<file path="config.mk">
export PLATFORM = sky130hd
export DESIGN_NAME = fetch_unit_flat
export DESIGN_NICKNAME = d
export VERILOG_FILES = /design/src/rtl/fetch_unit_if.sv /design/src/rtl/fetch_unit.sv /design/src/flat_wrapper.sv
export SDC_FILE = /design/constraint.sdc
export NUM_CORES = 1
export LEC_CHECK = 0
export ABC_AREA = 1
export BUFFER_PORTS_ARGS = -buffer_cell sky130_fd_sc_hd__buf_2
export CAP_MARGIN = 20
export CORE_ASPECT_RATIO = 1.2
export CORE_MARGIN = 2
export CORE_UTILIZATION = 51
export DETAILED_ROUTE_END_ITERATION = 10
export GPL_TIMING_DRIVEN = 0
export PLACE_DENSITY_LB_ADDON = 0.2
export SETUP_SLACK_MARGIN = 0.3
export SYNTH_ARGS = -nofsm -noshare
export SYNTH_HDL_FRONTEND = slang
export SYNTH_SLANG_ARGS = --single-unit
</file>
<file path="constraint.sdc">
create_clock -name clk -period 4.6 [get_ports clk]
set_input_delay 0.69 -clock clk [delete_from_list [all_inputs] [get_ports clk]]
set_output_delay 0.69 -clock clk [all_outputs]
set_load 0.1 [all_outputs]
</file>
<file path="src/rtl/fetch_unit_if.sv">
// Fetch-stage bus: instruction-memory req/ack, decode-side valid/ready and branch redirect.
// Optional perf counter outputs appear when FETCH_PERF_EN is defined.
interface fetch_unit_if;
    logic        imem_req;
    logic [31:0] imem_addr;
    logic        imem_ack;
    logic [31:0] imem_rdata;
    logic        instr_valid;
    logic        instr_ready;
    logic [31:0] Instr;
    logic [31:0] PC;
    logic [31:0] PCPlus4;
    logic        PCSrc;
    logic [31:0] PCTarget;
    logic        fetch_fault;
`ifdef FETCH_PERF_EN
    logic [31:0] perf_fetched;
    logic [31:0] perf_stall;
`endif

    modport master (
        output imem_req, imem_addr, instr_valid, Instr, PC, PCPlus4, fetch_fault,
`ifdef FETCH_PERF_EN
        output perf_fetched, perf_stall,
`endif
        input  imem_ack, imem_rdata, instr_ready, PCSrc, PCTarget
    );

    modport slave (
        input  imem_req, imem_addr, instr_valid, Instr, PC, PCPlus4, fetch_fault,
`ifdef FETCH_PERF_EN
        input  perf_fetched, perf_stall,
`endif
        output imem_ack, imem_rdata, instr_ready, PCSrc, PCTarget
    );
endinterface

</file>
<file path="src/rtl/fetch_unit.sv">
// Instruction fetch stage: owns PC, fetches one word per req/ack, holds it for decode.
// Optional macro FETCH_PERF_EN adds perf_fetched / perf_stall counters.
module fetch_unit #(
    parameter logic [31:0] RESET_PC = 32'h0000_0000,
    parameter int unsigned TIMEOUT  = 16
) (
    input  logic         clk,
    input  logic         reset,
    fetch_unit_if.master bus
);
    localparam int unsigned XLEN  = 32;
    localparam int unsigned CNT_W = 8;
    localparam logic [XLEN-1:0]  NOP_INSTR = 32'h0000_0013;
    localparam logic [CNT_W-1:0] CNT_LAST  = CNT_W'(TIMEOUT - 1);

    typedef enum logic [1:0] {
        S_IDLE  = 2'd0,
        S_REQ   = 2'd1,
        S_HOLD  = 2'd2,
        S_FAULT = 2'd3
    } state_t;

    state_t            r_state;
    logic [XLEN-1:0]   r_pc;
    logic [XLEN-1:0]   r_pc_plus4;
    logic [XLEN-1:0]   r_instr;
    logic              r_valid;
    logic              r_req;
    logic              r_fault;
    logic [CNT_W-1:0]  r_cnt;

    logic              w_ack;
    logic              w_accept;
    logic              w_misaligned;
    logic [XLEN-1:0]   w_next_pc;

    // Handshake qualifiers: ack only counts in REQ, redirect only on accept.
    assign w_ack        = (r_state == S_REQ) && bus.imem_ack;
    assign w_accept     = (r_state == S_HOLD) && bus.instr_ready;
    assign w_misaligned = bus.PCSrc && (bus.PCTarget[1:0] != 2'b00);
    assign w_next_pc    = bus.PCSrc ? bus.PCTarget : r_pc_plus4;

    always_ff @(posedge clk or posedge reset) begin
        if (reset) begin
            r_state    <= S_IDLE;
            r_pc       <= RESET_PC;
            r_pc_plus4 <= RESET_PC + XLEN'(4);
            r_instr    <= NOP_INSTR;
            r_valid    <= 1'b0;
            r_req      <= 1'b0;
            r_fault    <= 1'b0;
            r_cnt      <= '0;
        end else begin
            case (r_state)
                S_IDLE: begin
                    r_state <= S_REQ;
                    r_req   <= 1'b1;
                    r_cnt   <= '0;
                end
                S_REQ: begin
                    if (w_ack) begin
                        r_instr <= bus.imem_rdata;
                        r_valid <= 1'b1;
                        r_req   <= 1'b0;
                        r_cnt   <= '0;
                        r_state <= S_HOLD;
                    end else if (r_cnt == CNT_LAST) begin
                        r_req   <= 1'b0;
                        r_fault <= 1'b1;
                        r_state <= S_FAULT;
                    end else begin
                        r_cnt <= r_cnt + CNT_W'(1);
                    end
                end
                S_HOLD: begin
                    if (w_accept) begin
                        r_valid <= 1'b0;
                        // Misaligned redirect faults and leaves PC untouched.
                        if (w_misaligned) begin
                            r_fault <= 1'b1;
                            r_state <= S_FAULT;
                        end else begin
                            r_pc       <= w_next_pc;
                            r_pc_plus4 <= w_next_pc + XLEN'(4);
                            r_req      <= 1'b1;
                            r_cnt      <= '0;
                            r_state    <= S_REQ;
                        end
                    end
                end
                S_FAULT: begin
                    r_req   <= 1'b0;
                    r_valid <= 1'b0;
                    r_fault <= 1'b1;
                end
                default: begin
                    r_req   <= 1'b0;
                    r_valid <= 1'b0;
                    r_fault <= 1'b1;
                    r_state <= S_FAULT;
                end
            endcase
        end
    end

    assign bus.imem_req    = r_req;
    assign bus.imem_addr   = r_pc;
    assign bus.instr_valid = r_valid;
    assign bus.Instr       = r_instr;
    assign bus.PC          = r_pc;
    assign bus.PCPlus4     = r_pc_plus4;
    assign bus.fetch_fault = r_fault;

`ifdef FETCH_PERF_EN
    logic [XLEN-1:0] r_perf_fetched;
    logic [XLEN-1:0] r_perf_stall;
    logic            w_stall;

    // A stall is a REQ cycle without ack or a HOLD cycle the consumer refuses.
    assign w_stall = ((r_state == S_REQ)  && !bus.imem_ack) ||
                     ((r_state == S_HOLD) && !bus.instr_ready);

    always_ff @(posedge clk or posedge reset) begin
        if (reset) begin
            r_perf_fetched <= '0;
            r_perf_stall   <= '0;
        end else begin
            if (w_accept) r_perf_fetched <= r_perf_fetched + XLEN'(1);
            if (w_stall)  r_perf_stall   <= r_perf_stall + XLEN'(1);
        end
    end

    assign bus.perf_fetched = r_perf_fetched;
    assign bus.perf_stall   = r_perf_stall;
`endif

endmodule

</file>
<file path="src/flat_wrapper.sv">
// flat-port wrapper written by rule: the top's interface ports become plain ports
module fetch_unit_flat 
#(
    parameter logic [31:0] RESET_PC = 32'h0000_0000,
    parameter int unsigned TIMEOUT  = 16
)
  (clk, reset, bus_imem_req, bus_imem_addr, bus_instr_valid, bus_Instr, bus_PC, bus_PCPlus4, bus_fetch_fault, bus_imem_ack, bus_imem_rdata, bus_instr_ready, bus_PCSrc, bus_PCTarget);
  fetch_unit_if bus_i ();
  input  logic clk;
  input  logic reset;
  output wire logic [$bits(bus_i.imem_req)-1:0] bus_imem_req;
  output wire logic [$bits(bus_i.imem_addr)-1:0] bus_imem_addr;
  output wire logic [$bits(bus_i.instr_valid)-1:0] bus_instr_valid;
  output wire logic [$bits(bus_i.Instr)-1:0] bus_Instr;
  output wire logic [$bits(bus_i.PC)-1:0] bus_PC;
  output wire logic [$bits(bus_i.PCPlus4)-1:0] bus_PCPlus4;
  output wire logic [$bits(bus_i.fetch_fault)-1:0] bus_fetch_fault;
  input wire logic [$bits(bus_i.imem_ack)-1:0] bus_imem_ack;
  input wire logic [$bits(bus_i.imem_rdata)-1:0] bus_imem_rdata;
  input wire logic [$bits(bus_i.instr_ready)-1:0] bus_instr_ready;
  input wire logic [$bits(bus_i.PCSrc)-1:0] bus_PCSrc;
  input wire logic [$bits(bus_i.PCTarget)-1:0] bus_PCTarget;
  assign bus_imem_req = bus_i.imem_req;
  assign bus_imem_addr = bus_i.imem_addr;
  assign bus_instr_valid = bus_i.instr_valid;
  assign bus_Instr = bus_i.Instr;
  assign bus_PC = bus_i.PC;
  assign bus_PCPlus4 = bus_i.PCPlus4;
  assign bus_fetch_fault = bus_i.fetch_fault;
  assign bus_i.imem_ack = bus_imem_ack;
  assign bus_i.imem_rdata = bus_imem_rdata;
  assign bus_i.instr_ready = bus_instr_ready;
  assign bus_i.PCSrc = bus_PCSrc;
  assign bus_i.PCTarget = bus_PCTarget;
  fetch_unit #(.RESET_PC(RESET_PC), .TIMEOUT(TIMEOUT)) u_core (.clk(clk), .reset(reset), .bus(bus_i));
endmodule
</file>
==> results.md, run 1 <==
Final layout:
- In the final layout, the share of cells above drive strength 1 is 0.391.
- Fill cells in the final layout number roughly 990.
- The finished layout holds 1,079 standard cells, fillers aside.
- The final layout net count is 993.
- From synthesis to final layout, the design area changed by 26.0%.
- Measured on the finished design, the core utilization comes to 0.659.

Clock network:
- The clock-pin transition on the worst setup and hold timing paths is 0.07 ns.
- The count of clock tree sinks is roughly 110.
- Clock tree synthesis selected as its root buffer the cell clkbuf_16.
- The later pin in the worst-skew pair is clocked with a latency of 0.35 ns.
- TritonCTS built the clock tree.
- The clock passes through at most 2 buffers.
- The number of instances resized during post-cts repair is 0.
- In this run the post-CTS setup repair buffer count came out at 0.
- The H-tree was split into 3 levels.
- In this run, post-CTS hold repair placed 0 buffers.
- The number of clock buffers inserted by TritonCTS is 9.

Place:
- The total instance count after detailed placement is 1,062.
- The worst setup timing slack at the placement stage is 2.19 ns.
- The post-DP HPWL is approximately 12,000 um.
- The number of input and output port buffers inserted is 198.
- At the end of routability-driven placement, the weighted congestion stood at 0.897.

Detailed routing:
- The routed wirelength normalized by instance count is about 14 um.
- The first routing iteration left ~220 violations.
- The post-route antenna net violation count is 0.
- The iteration count of the initial detailed-routing pass is 7.
- Using the TritonRoute via totals, the vias-per-cell ratio works out to between 4 and 5.
- The final route contains around 5,300 vias.
- The aggregate routed wire length is 15,000 um.
- The post-route DRC violation count is 0.

Critical path:
- The count of cell instances traversed by the critical path is 13.
- The count of buffering cells on the critical path with inverters included is 3.
- The worst setup path is launched from an input pin.
- The source of the critical timing path is bus_PCSrc.
- The required time at the endpoint of the critical path is 4.84 ns.
- The critical path goes through buf_6 > buf_6 > nand2_1 > o21ai_1 > inv_1 > ha_1 > nand2_2 > nor2_4 > nand2_2 > nor2_1 > nand3_1 > nand3_1 > nand2_1.
- STA puts the critical path data arrival time at ~2.3 ns.
- On the worst path, the slowest cell contributes a delay of 0.26 ns.
- The type of the worst setup path is in2reg.
- Along the worst path, the maximum fanout reaches 10.
- In this run the critical register-to-register path is launched from u_core.bus.PCPlus4[2].
- The worst register-to-register path has a depth of 10.
- In this run the worst setup path terminates at u_core.bus.PCPlus4[30].
- The slowest stage of the critical path is the nor2_1 cell.
- The family of cells with the greatest summed delay on the critical path is simple AND/OR/NAND/NOR gates.
- In this run the register-to-register setup slack is 2.66 ns.
- The endpoint identified for the worst register-to-register timing path is u_core.bus.PCPlus4[30].
- The element type at the critical path end is a flip-flop.

STA:
- The routed design could run at a clock period as short as 2.07 ns.
- The setup-violating endpoint count in the final report is 0.
- The transition time at the pin with the least slew margin is between 0.6 and 0.7 ns.
- The final max-slew violation count is 0.
- For the final database, setup skew stands at around 0.0045 ns.
- Dividing the final minimum period by the clock period gives 0.450.
- Once routing completed, OpenROAD measured the worst setup slack at 2.53 ns.
- The number of failing hold endpoints at the final stage is 0.
- Headroom to the max-slew limit came out at 0.573.
- Setup repair after global routing left no endpoint under its margin.
- Based on the critical path, the design can be clocked at up to roughly 480 MHz.

Global routing:
- The wire length of the first global-routing pass is 24,400 um.
- The number of antenna violations at the first check in global routing is 2.
- The total overflow reported by the global router is 0.
- The global-route usage over all layers is 0.255.
- The via count of the first global-routing pass came to 5,100.
- For this run, global-route usage on met2 was measured as 0.446.
- For this run, global-route usage on met3 was measured as 0.0432.
- In the global route stage, met1 resource usage came out at 0.311.
- The largest net degree at the start of global routing is approximately 60.
- After global routing, the most crowded layer is met2.

Yosys:
- The yosys synthesis warning count is 0.
- The area share of the leading cell type in the synthesized netlist is 0.444.
- For this run, the leading register cell type out of synthesis is dfrtp_1.
- Counting every net in the synthesized netlist gives ~800.
- Sorting the synthesized cells by area gives the leading types as dfrtp_1 (44%), nand2_1 (17%), mux2_2 (6.2%), buf_4 (4.4%), o21ai_0 (3.4%).
- The sequential cell area fraction in the yosys report is 0.462.
- The post-synthesis sequential element count is roughly 110.
- Counting flops with an async set or reset pin after synthesis yields a share of 1.00.
- Synthesis produced a netlist whose cell count is a little over 700.
- The netlist area before placement is approximately 0.0058 mm2.
- In this run, distinct cell masters in the synthesized netlist total 35.
- The synthesized area per cell is 8.18 um2.
- The number of flops mapped to enable cells by yosys is 0.
- The biggest area contributor in the post-synthesis netlist is dfrtp_1.

Floorplan:
- The initial core utilization is 0.523.
- The die extent in y is 121 um.
- The floorplan has 42 rows.
- The floorplan core area is 0.0111 mm2.
- The total die area is between 0.01 and 0.015 mm2.
- During I/O placement, the number of pins put on the boundary was 200.
- From left edge to right edge, the die measures between 100 and 150 um.

Flow run:
- The max-capacitance violation count is 0.

Status:
- The flow ran to the end, and the final reports show no timing, DRC or antenna violations.

Worst hold path:
- The path class of the tightest hold or removal check is in2async.
## worst min path at each step
| stage | endpoint | slack (ns) | start |
|---|---|---|---|
| after detailed placement | u_core.bus.fetch_fault | 0.47 | u_core.bus.fetch_fault |
| after CTS | u_core.bus.Instr[10] | 0.44 | reset |
| after global routing | u_core.bus.fetch_fault | 0.47 | u_core.bus.fetch_fault |
| after floorplan | u_core.r_cnt[1] | 0.47 | u_core.r_cnt[1] |
| final | u_core.bus.Instr[10] | 0.42 | reset |
| after global placement | u_core.bus.fetch_fault | 0.44 | u_core.bus.fetch_fault |
## placed cells by master (no fill, tap or decap), types with 6 or more instances in the layout
cell,count
nand2_2,27
o21ai_0,39
nor2_1,41
inv_1,44
nor2_4,6
o211ai_1,6
mux2_2,32
nor2_2,9
clkbuf_16,9
buf_4,34
dfrtp_1,103
buf_2,212
nand2_1,256
nand3_1,37
## synth_stat cells, types with 4 or more instances
library cell and count:
buf_4 34, nor2_1 41, nor2_2 9, nor2_4 6
dfstp_2 4, dfrtp_1 103, inv_1 45, mux2_2 32
or2_2 4, ha_1 5, buf_2 14, o21ai_0 39
nand3_1 37, nand2_2 27, nand4_1 5, xor2_1 5
o211ai_1 6, a21oi_1 5, inv_2 5, nand2_1 256
buf_6 4
## flip-flops by register name, indices dropped and copies added, names as in the netlist
| name | cells |
|---|---|
| u_core.bus.fetch_fault | 1 |
| u_core.bus.PC | 30 |
| u_core.bus.Instr | 32 |
| u_core.bus.imem_req | 1 |
| u_core.r_cnt | 8 |
| u_core.bus.PCPlus4 | 32 |
| u_core.bus.instr_valid | 1 |
| u_core.r_state | 2 |
## through the flow
step	hold WS, ns	setup TNS, ns	instance area [um2]
2_1_floorplan	0.468	0	5800
4_1_cts	0.442	0	7310
6_report	0.423	0	7310
5_1_grt	0.470	0	7310
3_5_place_dp	0.467	0	7020
3_3_place_gp	0.443	-18.44	6990
## logic make-up (layout without fill, tap and decap cells)
group	Yosys count	count (layout)	synth area share
AND/OR/NAND/NOR	392	392	0.293
buffers and inverters	108	323	0.107
flip-flops	107	107	0.462
AO/OA/AOI/OAI	60	60	0.0578
multiplexers	32	32	0.0621
adder cells (fa/ha/maj)	5	5	0.0108
XOR/XNOR	5	5	0.00755
other	0	1	0
## routing by layer
| metal | routed length [um] | part of all wire | up-vias |
|---|---|---|---|
| met5 | 13 | 0.00086 | - |
| li1 | - | - | 2629 |
| met4 | 357 | 0.024 | 2 |
| met2 | 7700 | 0.51 | 171 |
| met1 | 6090 | 0.40 | 2471 |
| met3 | 878 | 0.058 | 25 |
## layout make-up
type | instances | area, um2 | share of cell area
diodes | 1 | 2.50 | 0.000342
plain buffers | 57 | 422 | 0.0577
clock buffers | 10 | 239 | 0.0327
clock inverters | 6 | 51.3 | 0.00702
inverters | 51 | 199 | 0.0272
multi-input cells | 494 | 2500 | 0.342
flip-flops and latches | 107 | 2680 | 0.367
well taps | 154 | 193 | 0.0264
repair buffers | 199 | 1020 | 0.139
Power of run 1 is left out: the tool's default activity adds up to more than one toggle a clock period on the data nets, which glitch-free logic cannot reach.
==> run 2, diff against run 1 <==
--- a/config.mk
+++ b/config.mk
@@ -10,7 +10,7 @@
 export CAP_MARGIN = 20
 export CORE_ASPECT_RATIO = 1.2
 export CORE_MARGIN = 2
-export CORE_UTILIZATION = 51
+export CORE_UTILIZATION = 46
 export DETAILED_ROUTE_END_ITERATION = 10
 export GPL_TIMING_DRIVEN = 0
 export PLACE_DENSITY_LB_ADDON = 0.2
==> constraint.sdc (replaced) <==
create_clock -name clk -period 1.9 [get_ports clk]
set_input_delay 0.285 -clock clk [delete_from_list [all_inputs] [get_ports clk]]
set_output_delay 0.285 -clock clk [all_outputs]
set_load 0.1 [all_outputs]
==> run 2 against run 1 <==
Sequential share of layout area fell by 2.9 points. The flow now finishes with violations (negative hold slack). Hold slack worse by 0.43 ns. Clock skew is 0.0056 ns higher. Global-route usage is 1.5 points lower. Sequential cell count did not move.
==> results.md, run 2 (synthesis gave the netlist of run 1 again) <==
Floorplan:
- The floorplan core area is 0.0122 mm2 (+10%).
- The total die area is 0.0135 mm2 (+10%).
- The initial core utilization is 0.475 (-0.0485).
- The die extent in y is 127 um (+5.1%).
- The placement row count is 44 (+4.8%).
- The number of ports placed on the die boundary is 200 (unchanged).
- The overall die width came to 107 um (+5.1%).

STA:
- The headroom to the max-slew limit came to 0.604 (+0.0312).
- The highest attainable clock frequency is about 560 MHz.
- The final max-slew violation count came to 0 (unchanged).
- The minimum hold slack is -0.00403 ns (-0.427 ns).
- The setup-violating endpoint count in the final report is 0 (unchanged).
- The final cycle utilization of the critical path is 0.933.
- Setup repair after global routing could not meet its margin everywhere.
- The worst setup skew after layout was 0.0100 ns (+0.00559 ns).
- The transition time at the pin with the least slew margin was 0.593 ns (-0.0480 ns).
- The number of failing hold endpoints at the final stage is 9 (+9).
- The smallest clock period supported by the final layout is computed as roughly 1.8 ns.

Clock network:
- The count of clock tree sinks came to 107 (unchanged).
- The root buffer cell chosen for the clock tree is clkbuf_16.
- The number of H-tree levels is 3 (unchanged).
- The clock-pin transition on the worst setup and hold timing paths came to 0.07 ns (about the same).
- The number of buffers added to fix hold violations after cts is 0 (unchanged).
- The buffer levels on the longest clock path is 2 (unchanged).
- The latest clock arrival within the worst-skew pair is 0.35 ns (about the same).
- The number of clock buffers inserted by TritonCTS is 9 (unchanged).
- TritonCTS built the clock tree.

Critical path:
- The element type at the critical path end is a flip-flop.
- The startpoint identified for the worst register-to-register timing path is u_core.bus.PCPlus4[2].
- The endpoint of the most critical register-to-register path is u_core.bus.PCPlus4[28].
- The type of the worst setup path is reg2reg.
- The register-to-register path setup slack was 0.13 ns (-2.53 ns).
- The startpoint type of the worst setup path is a flip-flop.
- The data arrival time at the worst-slack endpoint is 2.01 ns (-0.30 ns).
- The highest fanout seen on the critical path is 4 (-6).
- The required time at the endpoint of the critical path came to 2.14 ns (-2.70 ns).
- The number of cells on the worst reg-to-reg path is 11 (+1).

Detailed routing:
- The routed wirelength normalized by instance count was 14.6 um (+4.5%).
- The initial detailed-routing violation count came to 222 (+3.3%).
- The aggregate routed wire length came to 16,300 um (+8.6%).
- The iteration count of the initial detailed-routing pass is 5 (-2).
- The total number of vias is 5,516 (+4.1%).
- The vias per cell is 4.92 (+0.21%).
- The post-route DRC violation count came to 0 (unchanged).
- The post-route antenna net violation count is 0 (unchanged).

Final layout:
- The fraction of layout cells with a size suffix above 1 is 0.538 (+0.147).
- The number of non-filler instances in the completed layout is 1,121 (+3.9%).
- The area occupied by multi-input gates is 0.00281 mm2 (+12%).
- The layout-stage area growth over the synthesis result is 40.8%.
- The storage element area is 0.00276 mm2 (+3.0%).
- The final layout net count was 1,028 (+3.5%).
- The library cell used most frequently in the layout, excluding fill and tap cells, is nand2_1.
- The filler cell count in the final layout was 1,076 (+8.6%).
- The library cells used most frequently in the layout, excluding fill and tap cells, are nand2_1 (236), buf_2 (201), dfrtp_2 (61).

Worst hold path:
- The worst hold path belongs to the class in2async.

Global routing:
- The global-route usage over all layers came to 0.240 (-0.0151).
- The largest net degree at the start of global routing is 36 (-39%).
- The wire length of the first global-routing pass was 25,600 um (+5.2%).
- The number of antenna violations at the first check in global routing is 2 (unchanged).
- The via count of the first global-routing pass was 5,245 (+2.8%).
- The total overflow reported by the global router is 0 (unchanged).

Status:
- The final reports fail on negative hold slack.
- The flow ran to the end, but the final reports show violations.

Place:
- The total instance count after detailed placement is 1,071 (+0.85%).
- The number of input and output port buffers inserted came to 198 (unchanged).
- The last weighted congestion value of the routability-driven placer is 0.909 (+1.3%).
- The post-DP HPWL was 11,700 um (+1.3%).

Flow run:
- The max-capacitance violation count is 0 (unchanged).
-- run 2: repair_timing --
| item | in CTS | in global routing |
|---|---|---|
| pin swaps | 20 | 33 |
| resized for setup | 42 | 73 |
| endpoints found under the setup margin | 97 | 75 |
| buffers inserted | 16 | 17 |
-- run 2: worst max-delay path: stages (launching register included) --
cell and delay (ns):
dfstp_4 0.64, o21ai_4 0.06, inv_2 0.06, ha_4 0.13, nand2_4 0.06, nor2_4 0.17
buf_4 0.15, nand3_4 0.10, inv_4 0.09, nand3_1 0.07, nand3_1 0.09, nand2_1 0.05
-- run 2: through the flow --
step / setup WS, ns / TNS (ns) / instance area (um2) / util
2_1_floorplan: 0.0359 / 0 / 5930 / -
3_3_place_gp: -0.589 / -53.01 / 7130 / 0.583
3_5_place_dp: 0.00427 / 0 / 7190 / 0.589
4_1_cts: 0.0990 / 0 / 7810 / 0.639
5_1_grt: 0.0621 / 0 / 8170 / 0.668
6_report: 0.128 / 0 / 8170 / 0.668
-- run 2: layout make-up --
type,count,area share
antenna,1,0.000306
tap,161,0.0247
clock buffer,11,0.0285
multi-input combinational,494,0.344
clock inverter,5,0.0104
buffer,57,0.0576
inverter,51,0.0259
timing repair buffer,234,0.170
sequential,107,0.338
-- run 2: per-layer routing --
metal / GRT usage / share of wire
met2: 0.417 / 0.51
met4: 0.0947 / 0.027
met1: 0.295 / 0.40
met3: 0.0464 / 0.062
met5: 0 / 0
-- run 2: worst max-delay path by stage --
stage / start / end / slack (ns)
after floorplan: u_core.bus.PCPlus4[2] / u_core.bus.PCPlus4[22] / 0.04
after global placement: reset / u_core.bus.PCPlus4[11] / -0.59
after detailed placement: bus_PCSrc / u_core.bus.PCPlus4[28] / 0.004
after CTS: u_core.bus.PCPlus4[2] / u_core.bus.PCPlus4[26] / 0.1
after global routing: u_core.bus.PCPlus4[2] / u_core.bus.PCPlus4[26] / 0.06
final: u_core.bus.PCPlus4[2] / u_core.bus.PCPlus4[28] / 0.13
Power of run 2 is left out for the same reason.
==> run 3, diff against run 2 <==
--- a/config.mk
+++ b/config.mk
@@ -8,12 +8,15 @@
 export ABC_AREA = 1
 export BUFFER_PORTS_ARGS = -buffer_cell sky130_fd_sc_hd__buf_2
 export CAP_MARGIN = 20
+export CELL_PAD_IN_SITES_DETAIL_PLACEMENT = 2
+export CELL_PAD_IN_SITES_GLOBAL_PLACEMENT = 2
 export CORE_ASPECT_RATIO = 1.2
 export CORE_MARGIN = 2
-export CORE_UTILIZATION = 46
+export CORE_UTILIZATION = 25
 export DETAILED_ROUTE_END_ITERATION = 10
 export GPL_TIMING_DRIVEN = 0
 export PLACE_DENSITY_LB_ADDON = 0.2
+export REMOVE_ABC_BUFFERS = 1
 export SETUP_SLACK_MARGIN = 0.3
 export SYNTH_ARGS = -nofsm -noshare
 export SYNTH_HDL_FRONTEND = slang
==> run 3 against run 2 <==
The run now ends clean. Wire length rose by 25%. Maximum frequency is 0.57% lower. Via count shrank 1.4%. Utilization down 33 points. Global-route usage is 7.0 points lower. Critical path depth unchanged. Cell area down 4.3%. Die area rose by 81%. Largest cell class unchanged. Clock skew increased by 0.0014 ns. Non-clock buffer count shrank 57.
==> results.md, run 3 (synthesis gave the netlist of run 1 again) <==
Floorplan:
- The placement row count is 61 (+39%).
- The floorplan core area is 0.0230 mm2 (+88%).
- The initial core utilization is 0.253 (-0.222).
- The total die area is 0.0245 mm2 (+81%).
- The number of ports placed on the die boundary came to 200 (unchanged).
- The overall die width came to 143 um (+34%).
- The die extent in y is 171 um (+35%).

Critical path:
- The family of cells with the greatest summed delay on the critical path is simple AND/OR/NAND/NOR gates.
- The count of buffering cells on the critical path with inverters included is 1 (-2).
- The source of the critical timing path is u_core.bus.PCPlus4[2].
- The required time at the endpoint of the critical path is 2.20 ns (+0.06 ns).
- The cell with the most instances on the worst path is nand2_1.
- The highest fanout seen on the critical path is 6 (+2).
- The worst setup path is of the reg2reg kind.
- The largest incremental delay on the critical path is 0.57 ns (-0.07 ns).
- The critical path goes through o21ai_4 > inv_2 > ha_4 > nand2_4 > nor2_4 > nand2_4 > nor2_4 > nand2_1 > nand2_1 > nand3_1 > nand2_1.
- The element type at the critical path end is a flip-flop.
- The data arrival time at the worst-slack endpoint is 2.09 ns (+0.08 ns).
- The startpoint type of the worst setup path is a flip-flop.
- The worst register-to-register path begins at u_core.bus.PCPlus4[2].
- The slowest stage of the critical path belongs to the cell dfstp_2.

Global routing:
- The via count of the first global-routing pass is 5,869 (+12%).
- The wire length of the first global-routing pass came to 32,200 um (+26%).
- The global-route usage over all layers was 0.170 (-0.0696).
- The number of antenna violations at the first check in global routing was 0 (-2).
- The total overflow reported by the global router is 0 (unchanged).
- The largest net degree at the start of global routing is 63 (+75%).

STA:
- Setup repair after global routing could not meet its margin everywhere.
- The final max-slew violation count came to 0 (unchanged).
- The shortest period the worst path allows is 1.78 ns (+0.0101 ns).
- The final cycle utilization of the critical path is 0.938 (+0.00531).
- The headroom to the max-slew limit is 0.637 (+0.0329).
- The number of failing hold endpoints at the final stage is 0 (-9).
- The transition time at the pin with the least slew margin is 0.545 ns (-0.0482 ns).
- The worst setup skew after layout came to 0.0115 ns (+0.00142 ns).
- The highest attainable clock frequency came to 561 MHz (-0.57%).
- The setup-violating endpoint count in the final report came to 0 (unchanged).

Detailed routing:
- The iteration count of the initial detailed-routing pass is 4 (-1).
- The total number of vias is 5,438 (-1.4%).
- The vias per cell is 4.46 (-9.4%).
- The routed wirelength normalized by instance count came to 16.8 um (+15%).
- The initial detailed-routing violation count is 150 (-32%).
- The aggregate routed wire length is 20,400 um (+25%).
- The post-route antenna net violation count came to 0 (unchanged).
- The post-route DRC violation count is 0 (unchanged).

Place:
- The last weighted congestion value of the routability-driven placer came to 0.717 (-21%).
- The post-DP HPWL is 13,900 um (+18%).
- The number of input and output port buffers inserted is 199 (+0.51%).
- The post-place instance area was 0.00684 mm2 (-4.9%).

Clock network:
- The number of H-tree levels is 3 (unchanged).
- The number of clock buffers inserted by TritonCTS is 9 (unchanged).
- CTS placed an instance of clkbuf_16 at the clock tree root.
- The latest clock arrival within the worst-skew pair is 0.36 ns (about the same).
- The buffer levels on the longest clock path is 2 (unchanged).
- The count of clock tree sinks is 107 (unchanged).
- TritonCTS built the clock tree.
- The clock-pin transition on the worst setup and hold timing paths was 0.08 ns (about the same).

Worst hold path:
- The path type of the worst min-delay path is in2reg.
- The origin of the worst min-delay path is bus_imem_rdata[0].

Final layout:
- The library cells used most frequently in the layout, excluding fill and tap cells, are nand2_1 (249), buf_2 (194), dfrtp_1 (101).
- The post-route cell area came to 0.00782 mm2 (-4.3%).
- The final layout net count is 974 (-5.3%).
- The fraction of layout cells with a size suffix above 1 was 0.429 (-0.109).
- The layout-stage area growth over the synthesis result is 34.8%.
- The commonest non-fill, non-tap cell in the layout is nand2_1.
- The filler cell count in the final layout came to 2,655 (+150%).
- The number of antenna repair diodes is 0 (-1).

Flow run:
- The max-capacitance violation count is 0 (unchanged).

Status:
- The run finished with clean final reports.
run 3: cell count changes in the layout (fill, tap and decap cells not counted), moves of 6 or more:
cell / change
buf_2: -7
buf_4: -28
buf_6: -11
dfrtp_1: +59
dfrtp_2: -59
nand2_1: +13
nand2_2: -12
o21ai_0: +6
run 3: repair_timing:
| item | 4_1_cts | 5_1_grt |
|---|---|---|
| endpoints found under the hold margin | 44 | 0 |
| endpoints found under the setup margin | 108 | 71 |
| hold buffers | 1 | 0 |
| buffers inserted | 23 | 9 |
| gates cloned | 3 | 0 |
| pin swaps | 25 | 12 |
| gates resized for setup | 60 | 45 |
run 3: area by class of cell:
| class | instances | area [um2] | share of cell area |
|---|---|---|---|
| clock buffer | 12 | 246 | 0.0315 |
| clock inverter | 4 | 48.8 | 0.00624 |
| inverter | 51 | 230 | 0.0294 |
| multi-input combinational | 496 | 2860 | 0.365 |
| sequential | 107 | 2690 | 0.343 |
| tap | 315 | 394 | 0.0504 |
| timing repair buffer | 234 | 1350 | 0.173 |
| timing repair inverter | 1 | 8.76 | 0.00112 |
run 3: through the flow:
step / instances / hold slack (ns) / setup slack [ns] / utilization / TNS, ns
6_report: 1220 / 0.157 / 0.118 / 0.340 / 0
5_1_grt: 1220 / 0.152 / 0.0336 / 0.340 / 0
4_1_cts: 1211 / 0.141 / 0.114 / 0.331 / 0
3_5_place_dp: 1168 / 0.370 / -0.782 / 0.298 / -37.87
3_3_place_gp: 1166 / 0.452 / -3.87 / 0.295 / -553.17
2_1_floorplan: 652 / 0.436 / -1.47 / - / -198.43
run 3: layer usage:
metal,vias up,part of all wire,track usage
li1,2601,-,-
met1,2680,0.41,0.197
met2,143,0.53,0.318
met3,14,0.044,0.0271
met4,0,0.014,0.0555
met5,-,0,0
run 3: path summary, 6_finish.rpt:
kind	end	cells past startpoint	slack, ns
max	u_core.bus.PCPlus4[26]	11	0.12
min	u_core.bus.Instr[0]	2	0.16
max reg2reg	u_core.bus.PCPlus4[26]	11	0.12
min reg2reg	u_core.bus.fetch_fault	1	0.46
max in group asynchronous	u_core.bus.Instr[0]	4	0.68
min in group asynchronous	u_core.bus.PCPlus4[23]	3	0.50
Power of run 3 is left out for the same reason.
